### src/rtl/riscv_multicycle_ctrl.sv
// Multicycle RISC-V control unit.
// A Moore FSM sequences fetch/decode/execute/memory/writeback for the shared-ALU,
// shared-memory datapath. It also resolves beq/bne, traps illegal opcodes and
// counts retired instructions. The datapath controls decode combinationally from
// the registered state. Only PCWrite and IRWrite also look at live inputs.
module riscv_multicycle_ctrl #(
    parameter int CNT_W       = 32,
    parameter bit TRAP_STICKY = 1'b1,
    parameter bit BNE_EN      = 1'b1
) (
    input  logic             clk,
    input  logic             reset,
    input  logic [6:0]       op,
    input  logic [2:0]       funct3,
    input  logic             zero,
    input  logic             mem_ready,
    output logic             PCWrite,
    output logic             AdrSrc,
    output logic             MemWrite,
    output logic             IRWrite,
    output logic             RegWrite,
    output logic [1:0]       ResultSrc,
    output logic [1:0]       ALUSrcA,
    output logic [1:0]       ALUSrcB,
    output logic [1:0]       ALUOp,
    output logic [1:0]       ImmSrc,
    output logic             trap,
    output logic [CNT_W-1:0] instret,
    output logic [3:0]       state
);

    localparam logic [6:0] OP_LW  = 7'b0000011;
    localparam logic [6:0] OP_SW  = 7'b0100011;
    localparam logic [6:0] OP_R   = 7'b0110011;
    localparam logic [6:0] OP_I   = 7'b0010011;
    localparam logic [6:0] OP_BR  = 7'b1100011;
    localparam logic [6:0] OP_JAL = 7'b1101111;

    typedef enum logic [3:0] {
        S_FETCH    = 4'd0,
        S_DECODE   = 4'd1,
        S_MEMADR   = 4'd2,
        S_MEMREAD  = 4'd3,
        S_MEMWB    = 4'd4,
        S_MEMWRITE = 4'd5,
        S_EXECUTER = 4'd6,
        S_EXECUTEI = 4'd7,
        S_ALUWB    = 4'd8,
        S_BRANCH   = 4'd9,
        S_JAL      = 4'd10,
        S_TRAP     = 4'd11
    } state_t;

    state_t           state_q, state_d;
    logic [CNT_W-1:0] instret_q, instret_d;
    logic             retire;
    logic             pcwrite_raw, irwrite_raw, memwrite_raw, regwrite_raw;

    // Only funct3[0] matters here (beq vs bne); the other bits are for the ALU decoder.
    logic unused_funct3;
    assign unused_funct3 = ^funct3[2:1];

    // Next-state selection and retirement detection.
    always_comb begin
        state_d = state_q;
        case (state_q)
            S_FETCH:    if (mem_ready) state_d = S_DECODE;
            S_DECODE: begin
                case (op)
                    OP_LW, OP_SW: state_d = S_MEMADR;
                    OP_R:         state_d = S_EXECUTER;
                    OP_I:         state_d = S_EXECUTEI;
                    OP_BR:        state_d = S_BRANCH;
                    OP_JAL:       state_d = S_JAL;
                    default:      state_d = S_TRAP;
                endcase
            end
            S_MEMADR:   state_d = (op == OP_LW) ? S_MEMREAD : S_MEMWRITE;
            S_MEMREAD:  if (mem_ready) state_d = S_MEMWB;
            S_MEMWB:    state_d = S_FETCH;
            S_MEMWRITE: if (mem_ready) state_d = S_FETCH;
            S_EXECUTER: state_d = S_ALUWB;
            S_EXECUTEI: state_d = S_ALUWB;
            S_ALUWB:    state_d = S_FETCH;
            S_BRANCH:   state_d = S_FETCH;
            S_JAL:      state_d = S_ALUWB;
            S_TRAP:     if (!TRAP_STICKY) state_d = S_FETCH;
            default:    state_d = S_FETCH;
        endcase

        // A jal retires through ALUWB, so it is not counted in JAL itself.
        retire = (state_q == S_MEMWB) || (state_q == S_ALUWB) || (state_q == S_BRANCH) ||
                 ((state_q == S_MEMWRITE) && mem_ready);
        instret_d = instret_q + {{(CNT_W-1){1'b0}}, retire};
    end

    // State and retired-instruction counter registers; reset abandons any instruction.
    always_ff @(posedge clk) begin
        if (reset) begin
            state_q   <= S_FETCH;
            instret_q <= '0;
        end else begin
            state_q   <= state_d;
            instret_q <= instret_d;
        end
    end

    // Per-state datapath controls; strobes are computed raw and gated by reset below.
    always_comb begin
        pcwrite_raw  = 1'b0;
        irwrite_raw  = 1'b0;
        memwrite_raw = 1'b0;
        regwrite_raw = 1'b0;
        AdrSrc       = 1'b0;
        ResultSrc    = 2'b00;
        ALUSrcA      = 2'b00;
        ALUSrcB      = 2'b00;
        ALUOp        = 2'b00;
        trap         = 1'b0;
        case (state_q)
            S_FETCH: begin
                ALUSrcB     = 2'b10;
                ResultSrc   = 2'b10;
                irwrite_raw = mem_ready;
                pcwrite_raw = mem_ready;
            end
            S_DECODE: begin
                ALUSrcA = 2'b01;
                ALUSrcB = 2'b01;
            end
            S_MEMADR: begin
                ALUSrcA = 2'b10;
                ALUSrcB = 2'b01;
            end
            S_MEMREAD:  AdrSrc = 1'b1;
            S_MEMWB: begin
                ResultSrc    = 2'b01;
                regwrite_raw = 1'b1;
            end
            S_MEMWRITE: begin
                AdrSrc       = 1'b1;
                memwrite_raw = 1'b1;
            end
            S_EXECUTER: begin
                ALUSrcA = 2'b10;
                ALUOp   = 2'b10;
            end
            S_EXECUTEI: begin
                ALUSrcA = 2'b10;
                ALUSrcB = 2'b01;
                ALUOp   = 2'b10;
            end
            S_ALUWB:    regwrite_raw = 1'b1;
            S_BRANCH: begin
                ALUSrcA     = 2'b10;
                ALUOp       = 2'b01;
                pcwrite_raw = zero ^ (BNE_EN && funct3[0]);
            end
            S_JAL: begin
                ALUSrcA     = 2'b01;
                ALUSrcB     = 2'b10;
                pcwrite_raw = 1'b1;
            end
            S_TRAP:     trap = 1'b1;
            default:    trap = 1'b0;
        endcase
    end

    // Immediate format follows the opcode in every state.
    always_comb begin
        case (op)
            OP_SW:   ImmSrc = 2'b01;
            OP_BR:   ImmSrc = 2'b10;
            OP_JAL:  ImmSrc = 2'b11;
            default: ImmSrc = 2'b00;
        endcase
    end

    assign PCWrite  = pcwrite_raw  & ~reset;
    assign IRWrite  = irwrite_raw  & ~reset;
    assign MemWrite = memwrite_raw & ~reset;
    assign RegWrite = regwrite_raw & ~reset;
    assign instret  = instret_q;
    assign state    = state_q;

endmodule

### config.mk
export PLATFORM = sky130hd
export DESIGN_NAME = riscv_multicycle_ctrl
export DESIGN_NICKNAME = d
export VERILOG_FILES = /design/src/rtl/riscv_multicycle_ctrl.sv
export SDC_FILE = /design/constraint.sdc
export NUM_CORES = 1
export LEC_CHECK = 0
export BUFFER_PORTS_ARGS = -buffer_cell sky130_fd_sc_hd__buf_2
export CAP_MARGIN = 5
export CORE_MARGIN = 4
export CORE_UTILIZATION = 50
export DETAILED_ROUTE_END_ITERATION = 8
export PLACE_DENSITY = 0.79
export SETUP_SLACK_MARGIN = 0.5
export SYNTH_ARGS = -nofsm -noshare
export SYNTH_HDL_FRONTEND = slang
export SYNTH_SLANG_ARGS = --single-unit
### constraint.sdc
create_clock -name clk -period 3.8 [get_ports clk]
set_clock_uncertainty 0.15 [all_clocks]
set_input_delay 0.19 -clock clk [delete_from_list [all_inputs] [get_ports clk]]
set_output_delay 0.19 -clock clk [all_outputs]
set_load 0.005 [all_outputs]
### Word-level counts from Yosys, hierarchy flattened

Cells that the tools add are included.

* bits in registers: 36
* input bits: 14
* logic and storage cells: 62

* add/sub/neg operators: 1
* equality and inequality tests: 20
* muxes and demuxes: 17
* bitwise logic cells: 7
* reductions and logical operators: 15

Operator list (count)
* adder 32 x 1 -> 32 bit: 1
* case mux 4 bit (7 select lines): 1
* case mux 4 bit (5 select lines): 1
* equality test 4 x 3 -> 1 bit, second input constant: 4
* equality test 4 bit, second input constant: 4
* case mux 2 bit (2 select lines): 4
* equality test 7 x 6 -> 1 bit, second input constant: 2
* equality test 7 bit, second input constant: 2
* 2-to-1 mux 4 bit: 3
* OR reduction 2 bit: 6
* equality test 4 x 2 -> 1 bit, second input constant: 2
* equality test 7 x 2 -> 1 bit, second input constant: 1
* equality test 7 x 5 -> 1 bit, second input constant: 1
* != test 2 bit, second input constant: 3
* case mux 2 bit (3 select lines): 1
* OR reduction 3 bit: 2
* 2-to-1 mux 1 bit: 5
* AND 1 bit: 4
* equality test 4 x 1 -> 1 bit, second input constant: 1
* zero test 4 bit: 1
* AND reduction 4 bit: 1
* OR reduction 4 bit: 1
* logical OR 1 bit: 3
* 2-to-1 mux 3 bit: 1
* other kinds (4): 5

### Logic depth before layout (Yosys ltp)

* depth in word-level cells: 5
* mapped depth: 11
* mapped depth without buffers: 9

### Least setup slack after synthesis

Ideal clock, no wire load.

* path type: register -> register
* start: reg state_q[3], in the netlist state[3]
* end: reg instret_q[18], in the netlist instret[18]
* data arrival time: 2531 ps
* data required time: 3580 ps
* setup slack: 1049 ps
* stages on the path, launching flop included: 12
* path buffers: 3
* period minus slack after synthesis: 2751 ps
* cell sequence: dfxtp_1 clkbuf_1 clkbuf_1 a211o_1 a21oi_1 ha_1 ha_1 and2_1 nand2_2 buf_2 or4_1 a21oi_1

* longest elaborated chain between the ends: 5

RTL lines
* start: declaration: line 54 `state_t state_q, state_d;`
* start signal: assignment: line 103 `state_q <= state_d;`
* equality test 4 x 3 -> 1 bit / equality test 4 bit (equally long branches): line 92 `retire = (state_q == S_MEMWB) || (state_q == S_ALUWB) || (state_q == S_BRANCH) ||`
* logical OR 1 bit (2 in a row): line 92
* logical OR 1 bit *: line 92
* adder 32 x 1 -> 32 bit *: line 94 `instret_d = instret_q + {{(CNT_W-1){1'b0}}, retire};`
* end signal: assignment: line 104 `instret_q <= instret_d;`
* end: declaration: line 55 `logic [CNT_W-1:0] instret_q, instret_d;`

Every way passes the cells marked *; elsewhere a longest branch is shown, timed or not.
A chain may end at the register's enable or synchronous reset.

### Worst setup path after layout

* start: reg state_q[0], in the netlist state[0]
* end: reg instret_q[30], in the netlist instret[30]

The elaborated chain is that of the path after synthesis.

==> results.rst <==
.. list-table::
   :header-rows: 1

   * - Metric
     - Value
   * - IO Pins
     - 66
   * - Full die area
     - 5170 um^2
   * - Final setup vio count
     - 0
   * - Initial Util
     - 53.8%
   * - Remaining Overflow, GRT
     - 0
   * - CTS H-tree lvls
     - 2
   * - Aggregate global-route resource usage
     - 19.2%
   * - Final design area excluding fillers
     - 2420 um^2
   * - Total number of clock tree sinks
     - 36
   * - Data arrival at the endpoint of the critical path
     - 2990 ps
   * - Antenna violations before repair
     - 0
   * - Synth area leader
     - sky130_fd_sc_hd__dfxtp_1
   * - Longest Clk Path Bufs
     - 2
   * - Area growth from synthesis to layout
     - 18.6%
   * - Cells after synthesis
     - 251
   * - WHS
     - 142 ps
   * - Hold_sp
     - mem_ready
   * - Count of cells along the worst hold path
     - 3
   * - Number of search-and-repair iterations in the first detailed-routing pass
     - 4
   * - Number of enable-type register cells in the synthesized netlist
     - 0
   * - Unrepaired setup endpoints after global routing
     - no
   * - Skew-Pair Late Insertion Delay
     - 290 ps
   * - Remaining max-slew budget at the tightest pin
     - 51.5%
   * - Number of synthesis warnings
     - 0
   * - Average footprint of a synthesized cell
     - 8.14 um^2
   * - Core area
     - 3800 um^2
   * - Maximum vdd drop
     - 0.000197 V
   * - Maximum clock frequency
     - 341 MHz
   * - Register bit count reported by yosys
     - 36
   * - Endpoint class of the critical path
     - flip-flop
   * - Ordered cell list for the critical path
     - a211o_1, a21oi_1, ha_1, ha_1, and2_1, nand2_2, or4_1, a21oi_1
   * - Setup TNS
     - 0 ps
   * - Final Critical Period
     - 2940 ps
   * - Root Buffer Master
     - sky130_fd_sc_hd__clkbuf_8
   * - First-pass GRT wire length
     - 8190 um
   * - Required time of the critical path
     - 3860 ps
   * - Number of hold-repair buffers added at the cts stage
     - 0
   * - Worst min-delay path category
     - in2reg
   * - Routed length per placed instance
     - 13.6 um
   * - Number of antenna diodes
     - 0
   * - Die W
     - 71.9 um
   * - Routed WL
     - 4770 um
   * - Slack of the worst reg-to-reg path
     - 860 ps
   * - Cell area after placement
     - 2340 um^2
   * - Initial DRC Count
     - 116
   * - Floorplan row count
     - 22
   * - Synth Flop Type
     - sky130_fd_sc_hd__dfxtp_1
   * - Final hold viol count
     - 0
   * - Post-CTS Setup Repair Bufs
     - 0
   * - Pin count of the biggest net entering global routing
     - 42
   * - Min-Delay Endpoint
     - state[2]
   * - Post-synth net total
     - 267
   * - Final Core Density
     - 63.8%
   * - Top cells by area in the synthesized netlist
     - sky130_fd_sc_hd__dfxtp_1, sky130_fd_sc_hd__or4_1, sky130_fd_sc_hd__o31ai_1, sky130_fd_sc_hd__xor2_1, sky130_fd_sc_hd__a21oi_1
   * - Fraction of layout instances using a drive strength above 1
     - 24.4%
   * - Clk pin slew, worst setup/hold paths
     - 70 ps
   * - Family of cells with the greatest summed delay on the critical path
     - simple AND/OR/NAND/NOR gates
   * - Run status
     - completed
   * - Number of violations of the max-capacitance limit
     - 0
   * - Vias per inst
     - 5.89
   * - Number of buffers inserted by port buffering
     - 63
   * - Post-detail-place hpwl
     - 3250 um
   * - Share of the synthesized area in the top cell type
     - 35.3%
   * - Standard cell with the maximum stage delay on the critical path
     - sky130_fd_sc_hd__or4_1
   * - Syn Std Cell Area
     - 2040 um^2
   * - CP max stage delay
     - 570 ps
   * - Unique cell type count in the Yosys netlist
     - 47
   * - Async set-or-reset flop fraction in the synthesized netlist
     - 0%
   * - Path depth of the worst reg2reg path
     - 8
   * - Remaining antenna violation count after routing
     - 0
   * - Nature of the critical path startpoint
     - flip-flop
   * - Die Y-Extent
     - 71.9 um
   * - Nets
     - 319
   * - Clock tree from TritonCTS
     - built
   * - Areal power density over the cells
     - 328 nW/um^2
   * - Final worst-path cycle share
     - 77.2%
   * - FF-to-FF End
     - instret[30]
   * - Total Power
     - 794 uW
   * - Number of max-slew violations in the final report
     - 0
   * - Placer Congestion
     - 0.788
   * - Highest fanout seen on the critical path
     - 21
   * - Actual transition at the worst max-transition pin
     - 728 ps
   * - Sequential area share after synthesis
     - 35.3%
   * - Leakage power of the design
     - 1.02 nW
   * - Via Count
     - 2,066
   * - Filler cells
     - 349
   * - Setup Crit Path Kind
     - reg2reg
   * - Startpoint of the worst register-to-register path
     - state[0]
   * - Cts bufs inserted
     - 5
   * - Worst Path Buf+Inv
     - 0
   * - # DRC
     - 0
   * - Via count of the first global-routing pass
     - 1,912
   * - Worst Setup SP
     - state[0]
[cell usage in the layout, fill, tap and decap left out, types with 10 or more instances in the layout]
cell type and instances:
sky130_fd_sc_hd__dfxtp_1 35, sky130_fd_sc_hd__o31ai_1 16, sky130_fd_sc_hd__nand2_1 10, sky130_fd_sc_hd__nand3_1 14, sky130_fd_sc_hd__or4_1 17, sky130_fd_sc_hd__nand4_1 10, sky130_fd_sc_hd__buf_2 63, sky130_fd_sc_hd__nor2_1 24
sky130_fd_sc_hd__a21oi_1 22, sky130_fd_sc_hd__xor2_1 13
[where the power goes]
| part | internal (mW) | leakage, nW | switching (mW) |
|---|---|---|---|
| Combinational | 0.0612 | 0.683 | 0.0617 |
| Clock | 0.125 | 0.0410 | 0.131 |
| Sequential | 0.386 | 0.291 | 0.0297 |
| Total | 0.572 | 1.02 | 0.222 |
[through the flow]
stage	instances	setup WS (ps)
2_1_floorplan	251	1050
4_1_cts	351	694
6_report	351	865
5_1_grt	351	622
3_3_place_gp	344	796
3_5_place_dp	344	714
[kinds of logic (layout without fill, tap and decap cells)]
family,count (synthesis),count (layout),synth area share [%]
buf+inv,24,76,4.72
xor+xnor,16,16,6.86
compound gates,58,58,18.8
fa+ha+maj,2,2,1.23
simple gates,114,114,32.5
flops,36,36,35.3
mux,1,1,0.551
[registers in the layout (all words and copies together) (netlist names)]
name and cells:
instret 32, state 4
[worst max-delay path by stage]
stage / end / slack [ps] / depth (start not counted)
detailed placement: instret[30] / 710 / 9
global route: instret[30] / 620 / 9
finish: instret[30] / 860 / 8
CTS: instret[30] / 690 / 9
global placement: instret[28] / 800 / 9
floorplan: instret[18] / 1050 / 11
[layer usage]
metal | GRT usage [%] | part of all wire [%] | vias up
met3 | 6.65 | 6.4 | 5
met4 | 6.05 | 0.92 | 0
met5 | 0 | 0 | -
met1 | 23.5 | 47 | 965
li1 | - | - | 1040
met2 | 31.6 | 46 | 56
[Yosys cell counts (2+ instances only)]
cell	count
sky130_fd_sc_hd__a31oi_1	2
sky130_fd_sc_hd__nor4_1	2
sky130_fd_sc_hd__nand3_1	14
sky130_fd_sc_hd__or4_1	17
sky130_fd_sc_hd__ha_1	2
sky130_fd_sc_hd__and3_1	5
sky130_fd_sc_hd__o31ai_1	16
sky130_fd_sc_hd__o211ai_1	2
sky130_fd_sc_hd__dfxtp_1	36
sky130_fd_sc_hd__inv_1	6
sky130_fd_sc_hd__nor3b_1	3
sky130_fd_sc_hd__xor2_1	13
sky130_fd_sc_hd__nand4_1	10
sky130_fd_sc_hd__and4_1	5
sky130_fd_sc_hd__xnor2_1	3
sky130_fd_sc_hd__and2_1	4
sky130_fd_sc_hd__nand2_1	10
sky130_fd_sc_hd__a211o_1	2
sky130_fd_sc_hd__nand2b_1	5
sky130_fd_sc_hd__nor3_1	2
sky130_fd_sc_hd__clkbuf_1	14
sky130_fd_sc_hd__buf_2	2
sky130_fd_sc_hd__o21ai_0	3
sky130_fd_sc_hd__or3_1	2
sky130_fd_sc_hd__nor2b_1	5
sky130_fd_sc_hd__nor2_1	24
sky130_fd_sc_hd__a21oi_1	22
[repair_timing]
action                     in CTS  in global routing
setup endpoints to repair       0                 16
gates resized for setup         0                  1
hold endpoints to repair        0                  0
[tightest hold or removal path: stages]
cell and delay, ps:
sky130_fd_sc_hd__buf_2 130, sky130_fd_sc_hd__o211ai_1 100, sky130_fd_sc_hd__o2bb2ai_1 130
[final cells by class]
class                   count  area (um^2)  share of cell area (%)
clock buffers               6         72.6                    3.00
clock inverters             1         5.00                   0.207
inverters                   6         22.5                   0.930
multi-input cells         191         1220                    50.6
flip-flops and latches     36          722                    29.8
well taps                  48         60.1                    2.48
repair buffers             63          315                    13.0
Power figures use the tool's default switching activity.
